[config.mk]
export PLATFORM = sky130hd
export DESIGN_NAME = pattern_detector
export DESIGN_NICKNAME = d
export VERILOG_FILES = /design/src/rtl/pattern_detector_pkg.sv /design/src/rtl/pattern_detector_bit_history.sv /design/src/rtl/pattern_detector.sv
export SDC_FILE = /design/constraint.sdc
export NUM_CORES = 1
export LEC_CHECK = 0
export CORE_MARGIN = 4
export CORE_UTILIZATION = 40
export CTS_BUF_LIST = sky130_fd_sc_hd__clkbuf_8
export DETAILED_ROUTE_END_ITERATION = 7
export GPL_TIMING_DRIVEN = 0
export PLACE_DENSITY = 0.66
export SYNTH_ARGS = -nofsm -noshare
export SYNTH_HDL_FRONTEND = slang
export SYNTH_SLANG_ARGS = --single-unit
[constraint.sdc]
create_clock -name clock -period 1.8 [get_ports clock]
set_input_delay 0.18 -clock clock [delete_from_list [all_inputs] [get_ports clock]]
set_output_delay 0.18 -clock clock [all_outputs]
set_load 0.005 [all_outputs]
[src/rtl/pattern_detector_pkg.sv]
// -----------------------------------------------------------------------------
// pattern_detector_pkg
//   Shared constants and helpers for the serial pattern detector.
//   - DEF_PAT_W / DEF_CNT_W : default pattern length and match-counter width
//   - fill_w()              : width needed for a 0..pat_w fill counter
//   - sat_inc()             : saturating increment of a w-bit value
// -----------------------------------------------------------------------------
package pattern_detector_pkg;

    localparam int DEF_PAT_W = 4;
    localparam int DEF_CNT_W = 8;

    // The fill counter has to represent every value from 0 up to pat_w.
    function automatic int fill_w(input int pat_w);
        return $clog2(pat_w + 1);
    endfunction

    // Increment v, holding at the all-ones value of a w-bit field.
    // Operates on 32 bits so one helper covers every counter width up to 32.
    function automatic logic [31:0] sat_inc(input logic [31:0] v, input int w);
        logic [31:0] max_v;
        max_v = (w >= 32) ? 32'hFFFF_FFFF : ((32'd1 << w) - 32'd1);
        return (v >= max_v) ? max_v : (v + 32'd1);
    endfunction

endpackage

[src/rtl/pattern_detector_bit_history.sv]
// -----------------------------------------------------------------------------
// bit_history
//   Shift register of the last PAT_W accepted bits plus a fill counter that
//   records how many of those bits are valid (saturates at PAT_W).
//   Ports:
//     clock, reset_n : clock and asynchronous active-low reset
//     accept         : shift `in` into the history this edge
//     clear          : empty the history (wins over accept)
//     in             : serial data bit
//     nxt            : history as it would look after shifting `in` in
//     fill           : number of valid bits currently held (0..PAT_W)
// -----------------------------------------------------------------------------
module bit_history
    import pattern_detector_pkg::*;
#(
    parameter int PAT_W  = DEF_PAT_W,
    parameter int FILL_W = fill_w(PAT_W)
) (
    input  logic              clock,
    input  logic              reset_n,
    input  logic              accept,
    input  logic              clear,
    input  logic              in,
    output logic [PAT_W-1:0]  nxt,
    output logic [FILL_W-1:0] fill
);

    logic [PAT_W-1:0]  hist_q, hist_d;
    logic [FILL_W-1:0] fill_q, fill_d;

    // Newest bit enters at the LSB; the oldest falls off the MSB.
    assign nxt  = {hist_q[PAT_W-2:0], in};
    assign fill = fill_q;

    always_comb begin
        hist_d = hist_q;
        fill_d = fill_q;
        if (clear) begin
            hist_d = '0;
            fill_d = '0;
        end else if (accept) begin
            hist_d = nxt;
            fill_d = (fill_q == FILL_W'(PAT_W)) ? fill_q : (fill_q + 1'b1);
        end
    end

    always_ff @(posedge clock or negedge reset_n) begin
        if (!reset_n) begin
            hist_q <= '0;
            fill_q <= '0;
        end else begin
            hist_q <= hist_d;
            fill_q <= fill_d;
        end
    end

endmodule

[src/rtl/pattern_detector.sv]
// -----------------------------------------------------------------------------
// pattern_detector
//   Serial bit-pattern detector with a runtime-loadable pattern, selectable
//   overlap mode and a saturating match counter. Every completed occurrence of
//   the pattern in the accepted bit stream raises `out` for one cycle.
//   Ports:
//     clock, reset_n : clock and asynchronous active-low reset
//     in             : serial data bit
//     x              : sample enable; `in` is taken only on edges with x=1
//     overlap        : 1 keeps history after a match, 0 restarts from empty
//     pat_load       : capture `pattern` and empty the history (beats a sample)
//     pattern        : new pattern, oldest bit in the MSB
//     count_clr      : synchronous clear of match_count (a same-edge hit -> 1)
//     out            : registered one-cycle match pulse
//     match_count    : saturating number of matches
//     armed          : history holds PAT_W valid bits
// -----------------------------------------------------------------------------
module pattern_detector
    import pattern_detector_pkg::*;
#(
    parameter int               PAT_W       = DEF_PAT_W,
    parameter logic [PAT_W-1:0] DEFAULT_PAT = 4'b1011,
    parameter int               CNT_W       = DEF_CNT_W
) (
    input  logic             clock,
    input  logic             reset_n,
    input  logic             in,
    input  logic             x,
    input  logic             overlap,
    input  logic             pat_load,
    input  logic [PAT_W-1:0] pattern,
    input  logic             count_clr,
    output logic             out,
    output logic [CNT_W-1:0] match_count,
    output logic             armed
);

    localparam int FILL_W = fill_w(PAT_W);

    logic [PAT_W-1:0]  pat_q, pat_d;
    logic              out_q, out_d;
    logic [CNT_W-1:0]  match_count_q, match_count_d;

    logic              accept;
    logic              hist_clear;
    logic              hit;
    logic [PAT_W-1:0]  nxt;
    logic [FILL_W-1:0] fill;

    // A load on the same edge discards the sample.
    assign accept = x && !pat_load;

    // The fill gate keeps the reset/cleared zeros in the history from ever
    // completing a match: PAT_W real samples are always required.
    assign hit = accept && (nxt == pat_q) && (fill >= FILL_W'(PAT_W - 1));

    // Non-overlapping mode throws the history away at the edge of the hit.
    assign hist_clear = pat_load || (hit && !overlap);

    bit_history #(
        .PAT_W  (PAT_W),
        .FILL_W (FILL_W)
    ) u_hist (
        .clock   (clock),
        .reset_n (reset_n),
        .accept  (accept),
        .clear   (hist_clear),
        .in      (in),
        .nxt     (nxt),
        .fill    (fill)
    );

    always_comb begin
        pat_d         = pat_q;
        out_d         = hit;
        match_count_d = match_count_q;
        if (pat_load) begin
            pat_d = pattern;
        end
        // A hit on the clearing edge still counts, so the count restarts at 1.
        if (count_clr) begin
            match_count_d = hit ? CNT_W'(1) : '0;
        end else if (hit) begin
            match_count_d = CNT_W'(sat_inc(32'(match_count_q), CNT_W));
        end
    end

    always_ff @(posedge clock or negedge reset_n) begin
        if (!reset_n) begin
            pat_q         <= DEFAULT_PAT;
            out_q         <= 1'b0;
            match_count_q <= '0;
        end else begin
            pat_q         <= pat_d;
            out_q         <= out_d;
            match_count_q <= match_count_d;
        end
    end

    assign out         = out_q;
    assign match_count = match_count_q;
    assign armed       = (fill == FILL_W'(PAT_W));

endmodule

Word level (Yosys, flattened, before mapping)
Cells that the tools add are included.
{"block": "classes", "addsub": 2, "mul": 0, "n_div": 0, "n_lt_le_gt_ge": 2, "eq_ne": 3, "shift": 0, "n_mux": 9, "bitwise": 0, "reduce_logical": 10}
{"operator": "8-bit 2-to-1 mux", "n": 3}
{"operator": "3-bit 2-to-1 mux", "n": 5}
{"operator": "8-bit by 1-bit adder with 8-bit output (second input constant)", "n": 1}
{"operator": "8-bit >= comparator (second input constant)", "n": 1}
{"operator": "4-bit equality test", "n": 1}
{"operator": "1-bit logical AND", "n": 4}
{"operator": "2-bit nonzero test", "n": 2}
{"operator": "3-bit by 1-bit adder with 3-bit output (second input constant)", "n": 1}
{"operator": "3-bit equality test (second input constant)", "n": 1}
{"operator": "3-bit by 2-bit >= comparator with 1-bit output (second input constant)", "n": 1}
{"operator": "1-bit logical NOT", "n": 2}
{"operator": "2-bit by 1-bit != test with 1-bit output (second input constant)", "n": 1}
{"operator": "2-bit AND reduction", "n": 1}
{"operator": "1-bit logical OR", "n": 1}
{"operator": "1-bit 2-to-1 mux", "n": 1}
{"block": "word_totals", "register_bits": 19, "latch_bits": 0, "ramBits": 0, "mem_bits_ro": 0, "out_inout_bits": 10, "word_cells": 31, "mem_count": 0}

Depth between registers and ports, before layout
{"block": "logic_depth", "word_depth": 8, "depth_mapped": 7, "ltp_nobuf": 6}

By module
From an unflattened synthesis, not the netlist that was laid out.
{"block": "unflattened", "hier_cells": 98, "hier_area_um2": 1093.5}
{"mod": "pattern_detector", "instances": 1, "cells_each": 70, "area_each_um2": 764.5, "seq_area_each_um2": 329.1}
{"mod": "bit_history", "instances": 1, "cells_each": 28, "area_each_um2": 329.1, "seq_area_each_um2": 150.1}

Worst setup path after synthesis
No wires, ideal clock.
{"block": "synth_timing", "path_kind": "reg2reg", "start": "register u_hist.fill_q[0] (netlist: u_hist.fill[0])", "end": "register match_count_q[5] (netlist: match_count[5])", "setup_ns": 0.099, "arrival_ns": 1.612, "required_ns": 1.701, "setup_slack_ns": 0.089, "path_stages_with_launch": 8, "path_buffers": 1, "synth_period_minus_slack_ns": 1.711, "path_cell_list": "dfrtp_1 -> ha_1 -> ha_1 -> a211oi_2 -> nor4_2 -> and2_2 -> buf_4 -> a311oi_1"}
{"block": "synth_via", "elab_chain_len": 3}
{"element": "start: declaration", "line": "pattern_detector_bit_history.sv:29", "source": "logic [FILL_W-1:0] fill_q, fill_d;"}
{"element": "start signal: assignment", "line": "pattern_detector_bit_history.sv:53", "source": "fill_q <= fill_d;"}
{"element": "3-bit by 2-bit >= comparator with 1-bit output", "line": "pattern_detector.sv:55", "source": "assign hit = accept && (nxt == pat_q) && (fill >= FILL_W'(PAT_W - 1));"}
{"element": "1-bit logical AND", "line": "pattern_detector.sv:55"}
{"element": "via hit", "line": "pattern_detector.sv:46", "source": "logic hit;"}
{"element": "2-bit nonzero test (no source line)"}
{"element": "end signal: assignment", "line": "pattern_detector.sv:96", "source": "match_count_q <= match_count_d;"}
{"element": "end: declaration", "line": "pattern_detector.sv:42", "source": "logic [CNT_W-1:0] match_count_q, match_count_d;"}
The timed path passes the listed nets, and every way through them passes these cells.
A chain may end at the register's enable or synchronous reset.

Final worst setup path
{"block": "layout_timing", "start": "register u_hist.fill_q[0] (netlist: u_hist.fill[0])", "end": "register match_count_q[0] (netlist: match_count[0])"}
{"block": "layout_via", "elab_chain_len": 4}
{"element": "3-bit by 2-bit >= comparator with 1-bit output (*)", "line": "pattern_detector.sv:55"}
{"element": "1-bit logical AND (*)", "line": "pattern_detector.sv:55"}
{"element": "1-bit 2-to-1 mux", "line": "pattern_detector.sv:82", "source": "match_count_d = hit ? CNT_W'(1) : '0;"}
{"element": "8-bit 2-to-1 mux", "line": "pattern_detector.sv:81", "source": "if (count_clr) begin"}
Every way passes the cells marked *; elsewhere a longest branch is shown, timed or not.

==> impl_results.md <==
- Top post-synthesis cells by area: dfrtp_1 (39%), dfstp_2 (7.6%), ha_1 (4.9%)
- Mapped Cells: 95
- Core area: 0.00248 mm2
- Leakage: 0.000619 uW
- RD Place Congestion: 0.729
- Syn nets: 110
- Global-route wire length before repair: 3770 um
- Die span in y: 58.8 um
- CP Class: reg2reg
- Num rows: 18
- CP Capture Type: register
- Setup slack, reg-to-reg: 0.09 ns
- Worst r2r path cells: 8
- Vias in the first global route: 836
- Predominant post-synthesis flop cell: dfrtp_1
- Cell variety after synth: 32
- Setup ws final: 0.0912 ns
- Outcome: completed
- GRT Util Overall: 14.1%
- CTS root buf: clkbuf_8
- Critical Path End: match_count[0]$_DFFE_PN0P_
- Yosys warnings: 0
- IO Pins: 21
- Violation count after the first detailed-routing iteration: 21
- Max-Cap Viols: 0
- CTS sink count: 19
- Router iterations before antenna repair: 4
- Worst hold path type: in2reg
- PwrDens: 642 mW/mm2
- Vias: 847
- Hold_sp: count_clr
- Layout cells sized above 1: 27.9%
- Most frequent cell after synthesis: dfrtp_1
- DP Wirelength: 1560 um
- RSZ-0062 raised after global routing: false
- Synth top cells by count: dfrtp_1 (16), nor2_1 (8), inv_1 (6)
- VDD IR max: 0.419 mV
- Initial Utilization: 41.6%
- Drt wl/cell: 14.7 um
- Seq/Total Area, Yosys: 46.5%
- Port-buffer cells: 18
- Yosys top cell area share: 38.8%
- H-tree Lvls: 1
- Syn Area/Cell: 10.9 um2
- Crit path required time: 1.93 ns
- Clk Latency, worst-skew pair: 0.26 ns
- Worst Setup SP: u_hist.fill[0]$_DFFE_PN0P_
- Worst Skew: 0.00138 ns
- Flops & latches, synth: 19
- Final setup violation count: 0
- R2R Path Start: u_hist.fill[0]$_DFFE_PN0P_
- Die width: 58.8 um
- Crit-path max FO: 4
- Area delta synth->final: 35.6%
- Largest net degree at the start of global routing: 20
- Power Total: 897 uW
- Synth Cell Area: 0.00103 mm2
- Least-Margin Pin Slew: 0.845 ns
- Worst setup SP type: register
- Total congestion overflow: 0
- Post-synth EDFFs: 0
- Hold Fails Final Rpt: 0
- Reg2reg end: match_count[0]$_DFFE_PN0P_
- Nets: 138
- Routed WL: 2240 um
- Yosys top cell by area: dfrtp_1
- CTS tree: yes
- Fin crit period: 1.71 ns
- Post-route ant nets: 0
- Slew headroom: 43.5%
- Total clock buffers created by CTS: 3
- Clock Path Buffers: 2
- Setup slack after placement: -0.0422 ns
- Ys async rst share: 100%
- Fin. max-slew vios: 0
- DR vias/cell: 5.57
- FMAX: 585 MHz
- Die Area: 0.00345 mm2
- Critical Path AT: 1.83 ns
- Drt drc: 0
- Final period util: 94.9%
- Initial antenna violation count: 0
- # diodes: 0
- Clock transition at path regs: 0.07 ns
-- worst min-delay path by stage --
stage / to / slack [ns] / depth (start not counted)
2_1_floorplan: match_count[0]$_DFFE_PN0P_ / -0.12 / 0
3_3_place_gp: match_count[6]$_DFFE_PN0P_ / 0.47 / 2
3_5_place_dp: match_count[6]$_DFFE_PN0P_ / 0.47 / 2
4_1_cts: match_count[6]$_DFFE_PN0P_ / 0.22 / 2
5_1_grt: match_count[6]$_DFFE_PN0P_ / 0.25 / 2
6_report: match_count[6]$_DFFE_PN0P_ / 0.24 / 2
-- cells in the final DEF, fill, tap and decap left out, types with 2 or more instances in the layout --
cell / count
nor2b_1: 2
dfrtp_1: 16
a21oi_1: 2
a311oi_2: 3
ha_2: 2
mux2i_1: 3
ha_1: 2
nand3_1: 2
and2_1: 4
clkbuf_8: 3
dlymetal6s2s_1: 2
and4_1: 2
nor2_1: 7
xor2_1: 4
a211oi_2: 3
a311oi_1: 2
o21ai_0: 3
inv_1: 7
clkdlybuf4s50_1: 16
dfstp_2: 3
a31oi_1: 5
buf_4: 8
mux2_2: 4
and3_1: 2
-- critical path, stage by stage, from the launching register on --
cell and delay [ns]:
dfrtp_1 0.40, ha_2 0.19, ha_1 0.18, a211oi_2 0.27
nor4_4 0.07, buf_4 0.16, buf_4 0.14, a21oi_2 0.12
a41oi_1 0.05
-- metal layers --
metal | vias up | GRT usage [%] | routed length (um)
met5 | - | 0 | 0
met4 | 0 | 6.80 | 42
met3 | 5 | 1.97 | 67
met2 | 17 | 23.8 | 1150
met1 | 421 | 17.7 | 979
li1 | 404 | - | -
-- metrics by stage --
stage / instances / instance area [um2] / hold WS (ns) / TNS (ns) / utilization, %
after CTS: 148 / 1310 / 0.221 / 0 / 53.0
after floorplan: 95 / 1030 / -0.116 / 0 / -
final: 152 / 1400 / 0.237 / 0 / 56.4
after global routing: 152 / 1400 / 0.250 / 0 / 56.4
after detailed placement: 143 / 1250 / 0.474 / -0.0938 / 50.4
after global placement: 143 / 1250 / 0.472 / -0.0773 / 50.4
-- cell type report --
type / instances / area [um2]
Multi-Input combinational cell: 65 / 558
Buffer: 4 / 25.0
Tap cell: 30 / 37.5
Timing Repair Buffer: 24 / 230
Clock buffer: 3 / 41.3
Fill cell: 224 / 1080
Inverter: 6 / 22.5
Sequential cell: 19 / 479
Clock inverter: 1 / 3.75
-- what timing repair did --
item	4_1_cts	5_1_grt
hold buffers	0	0
setup endpoints to repair	12	13
cloned	0	1
pin swaps	1	4
setup buffers	1	4
resized for setup	2	14
-- flip-flops by register name, indices dropped and copies added (netlist names) --
register,flops
u_hist.fill,3
pat_q,4
out,1
u_hist.hist_q,3
match_count,8
-- power breakdown --
part           total, uW  switching (uW)  leakage [uW]  internal, uW
Sequential           463            13.3      0.000250           449
Clock                294             143     0.0000269           152
Combinational        140            69.2      0.000342          71.1
Total                897             225      0.000619           672
-- logic make-up after synthesis --
logic type,count (synthesis),share of synthesized area (%)
xor gates and xnor gates,5,4.25
adders and majority gates,4,4.85
buffers and inverters,11,5.34
muxes,7,7.28
AOI/OAI and AO/OA,23,16.6
and+or+nand+nor,26,15.2
DFF,19,46.5
Power figures use the tool's default switching activity.
==> patch: new RTL, config.mk and constraints unchanged <==
Set the parameter `DEFAULT_PAT` to 4'b1000 (it was 4'b1011).
--- a/src/rtl/pattern_detector.sv
+++ b/src/rtl/pattern_detector.sv
@@ -20,5 +20,5 @@
 #(
     parameter int               PAT_W       = DEF_PAT_W,
-    parameter logic [PAT_W-1:0] DEFAULT_PAT = 4'b1011,
+    parameter logic [PAT_W-1:0] DEFAULT_PAT = 4'b1000,
     parameter int               CNT_W       = DEF_CNT_W
 ) (
Function: changed (Yosys sat finds a counterexample within 10 cycles, from zero or initial values and one cycle with reset_n low).
==> patch against the original RTL <==
Cell area fell by 3.2%. Routed wire length is 6.5% lower. Sequential cell count unchanged. Die area is 0.22% lower. Critical path depth unchanged. Utilization down 1.3 points. Final cell count stayed put. Synthesized area is 0.24% lower. Synthesized cell count unchanged. Setup slack worse by 18 ps. Total power decreased by 0.81%. Global-route usage decreased by 0.20 points. Clock skew increased by 7.4 ps. Highest routed layer unchanged.
==> patch: results (changes against the original RTL) <==
INFO  metric finalHoldViolations = 0 (unchanged)
INFO  metric root_buffer = sky130_fd_sc_hd__clkbuf_8
INFO  metric clock_path_buffers = 2 (unchanged)
INFO  metric cts_buffers = 3 (unchanged)
INFO  metric detail_route.iter0.violations = 27 (+29%)
INFO  metric final_layout_fill_cell_count = 226 (+0.89%)
INFO  metric critical_path_arrival = 1850 ps (+20 ps)
INFO  metric startpoint = u_hist.fill[1]
INFO  metric wire_per_inst = 13.79 um (-6.5%)
INFO  metric cts_h_tree_depth = 1 (unchanged)
INFO  metric clk_pin_slew_worst_paths = 80 ps
INFO  metric synth_sequential_area_ratio = 46.35% (-0.13 points)
INFO  metric max_reg_flops = 8 (unchanged)
INFO  metric critical_path.reg2reg.endpoint = match_count[0]
INFO  metric groute.usage.overall = 13.95% (-0.20 points)
INFO  metric timing.max_slew.rel_slack = 44.38% (+0.89 points)
INFO  metric critical_path.max_stage_delay = between 400 and 500 ps
INFO  metric antenna_violations_before_repair = 0 (unchanged)
INFO  metric fin_hold_ws = 214.9 ps (-22.55 ps)
INFO  metric worst_setup_ep_type = register
INFO  metric dp_hpwl = 1507 um (-3.1%)
INFO  metric hold_class = in2reg
INFO  metric vias_per_cell = 5.230 (-6.1%)
INFO  metric async_set_or_reset_register_ratio_after_synthesis = 100.0% (unchanged)
INFO  metric grt_first_pass_wirelength = 3698 um (-2.0%)
INFO  metric num_antenna_cells = 0 (unchanged)
INFO  metric first_global_vias = 839 (+0.36%)
INFO  metric fin_skew = 8.830 ps (+7.446 ps)
INFO  metric synthTopCellsByCount = sky130_fd_sc_hd__dfrtp_1, sky130_fd_sc_hd__nor2_1, sky130_fd_sc_hd__inv_1
INFO  metric postPlaceCellArea = 1246 um2 (-0.20%)
INFO  metric synth_area_leaders = sky130_fd_sc_hd__dfrtp_1, sky130_fd_sc_hd__ha_1, sky130_fd_sc_hd__mux2_2, sky130_fd_sc_hd__a311oi_1, sky130_fd_sc_hd__xor2_1
INFO  metric worst-r2r-setup-slack = 70 ps (-20 ps)
INFO  metric irDropWorstVdd = 0.4710 mV (+13%)
INFO  metric post_synth.cell_area_avg = 10.83 um2 (-0.24%)
INFO  metric crit_family = compound AO/OA/AOI/OAI gates
INFO  metric gp_routability_congestion = 0.7658 (+5.0%)
INFO  metric layout-drive-gt1-share = 21.31% (-6.6 points)
INFO  metric buffers_on_ports = 18 (unchanged)
INFO  metric p_leak = 0.6033 nW (-2.5%)
INFO  metric grt_max_degree = 20 (unchanged)
INFO  metric layout.nets = 138 (unchanged)
INFO  metric drt_total_wl = 2096 um (-6.5%)
INFO  metric critical_path.max_fanout = 9 (+5)
INFO  metric synth_fp_nets = 110 (unchanged)
INFO  metric hp-start = count_clr
INFO  metric status = complete, no violations
INFO  metric yosysWarnings = 0 (unchanged)
INFO  metric insertion_delay = 260 ps (about the same)
INFO  metric synth_cell_type_count = 32 (unchanged)
INFO  metric drt_pass1_iterations = 4 (unchanged)
[patch: cell count changes after synthesis]
cell,before,now
sky130_fd_sc_hd__dfrtp_1,16,18
sky130_fd_sc_hd__dfstp_2,3,1
[patch: repair_timing]
action	in CTS	in global routing
setup endpoints to repair	13	13
pin swaps	1	3
resized for setup	1	4
setup buffers	4	2
[patch: kinds of logic (layout without fill, tap and decap cells)]
| kind of cell | Yosys count | count (layout) | share of synthesized area, % |
|---|---|---|---|
| buffers and inverters | 11 | 38 | 5.352 |
| XOR/XNOR | 5 | 5 | 4.258 |
| AND/OR/NAND/NOR | 26 | 26 | 15.21 |
| adder cells (fa/ha/maj) | 4 | 4 | 4.866 |
| AO/OA/AOI/OAI | 23 | 23 | 16.67 |
| multiplexers | 7 | 7 | 7.299 |
| flip-flops | 19 | 19 | 46.35 |
[patch: worst reg2reg max path: stages (launching register included)]
cell and delay, ps:
sky130_fd_sc_hd__dfrtp_1 410, sky130_fd_sc_hd__ha_1 200, sky130_fd_sc_hd__ha_1 180, sky130_fd_sc_hd__a211oi_2 230, sky130_fd_sc_hd__nor4_2 70, sky130_fd_sc_hd__buf_4 170
sky130_fd_sc_hd__buf_4 140, sky130_fd_sc_hd__a21oi_1 130, sky130_fd_sc_hd__a41oi_1 60
[patch: final cells by class]
type,instances,area (um2),area share (%)
tap,30,37.54,2.775
multi-input combinational,65,518.0,38.30
timing repair buffer,24,226.5,16.74
buffer,4,25.02,1.850
inverter,6,22.52,1.665
clock inverter,1,5.005,0.3700
sequential,19,476.7,35.25
clock buffer,3,41.29,3.053
[patch: power by group]
group	internal (W)	total, W	switching (W)	leakage, nW
clock network	0.000154	0.000299	0.000145	0.0255
registers	0.000446	0.000459	0.0000133	0.253
logic	0.0000712	0.000132	0.0000611	0.325
total	0.000671	0.000890	0.000219	0.603
[patch: metrics by stage]
step	setup WS, ps	util [%]	total power (W)
floorplan	89.04	-	0.0005350
global route	-6.041	55.10	0.0009335
finish	72.88	55.10	0.0008901
global placement	-63.26	50.76	0.0005776
CTS	10.48	53.82	0.0008943
detailed placement	-72.33	50.76	0.0005812
[patch: worst min-delay path by stage]
stage | end | depth (start not counted)
after floorplan | match_count[0] | 0
after global placement | match_count[6] | 2
after detailed placement | match_count[6] | 2
after CTS | match_count[6] | 2
after global routing | match_count[6] | 2
final | match_count[6] | 2
[patch: per-layer routing]
layer | track usage [%] | share of wire, % | wire, um
met1 | 17.68 | 48 | 1012
met2 | 23.76 | 48 | 1008
met3 | 2.632 | 2.7 | 56
met4 | 4.854 | 0.91 | 19
met5 | 0 | 0 | 0
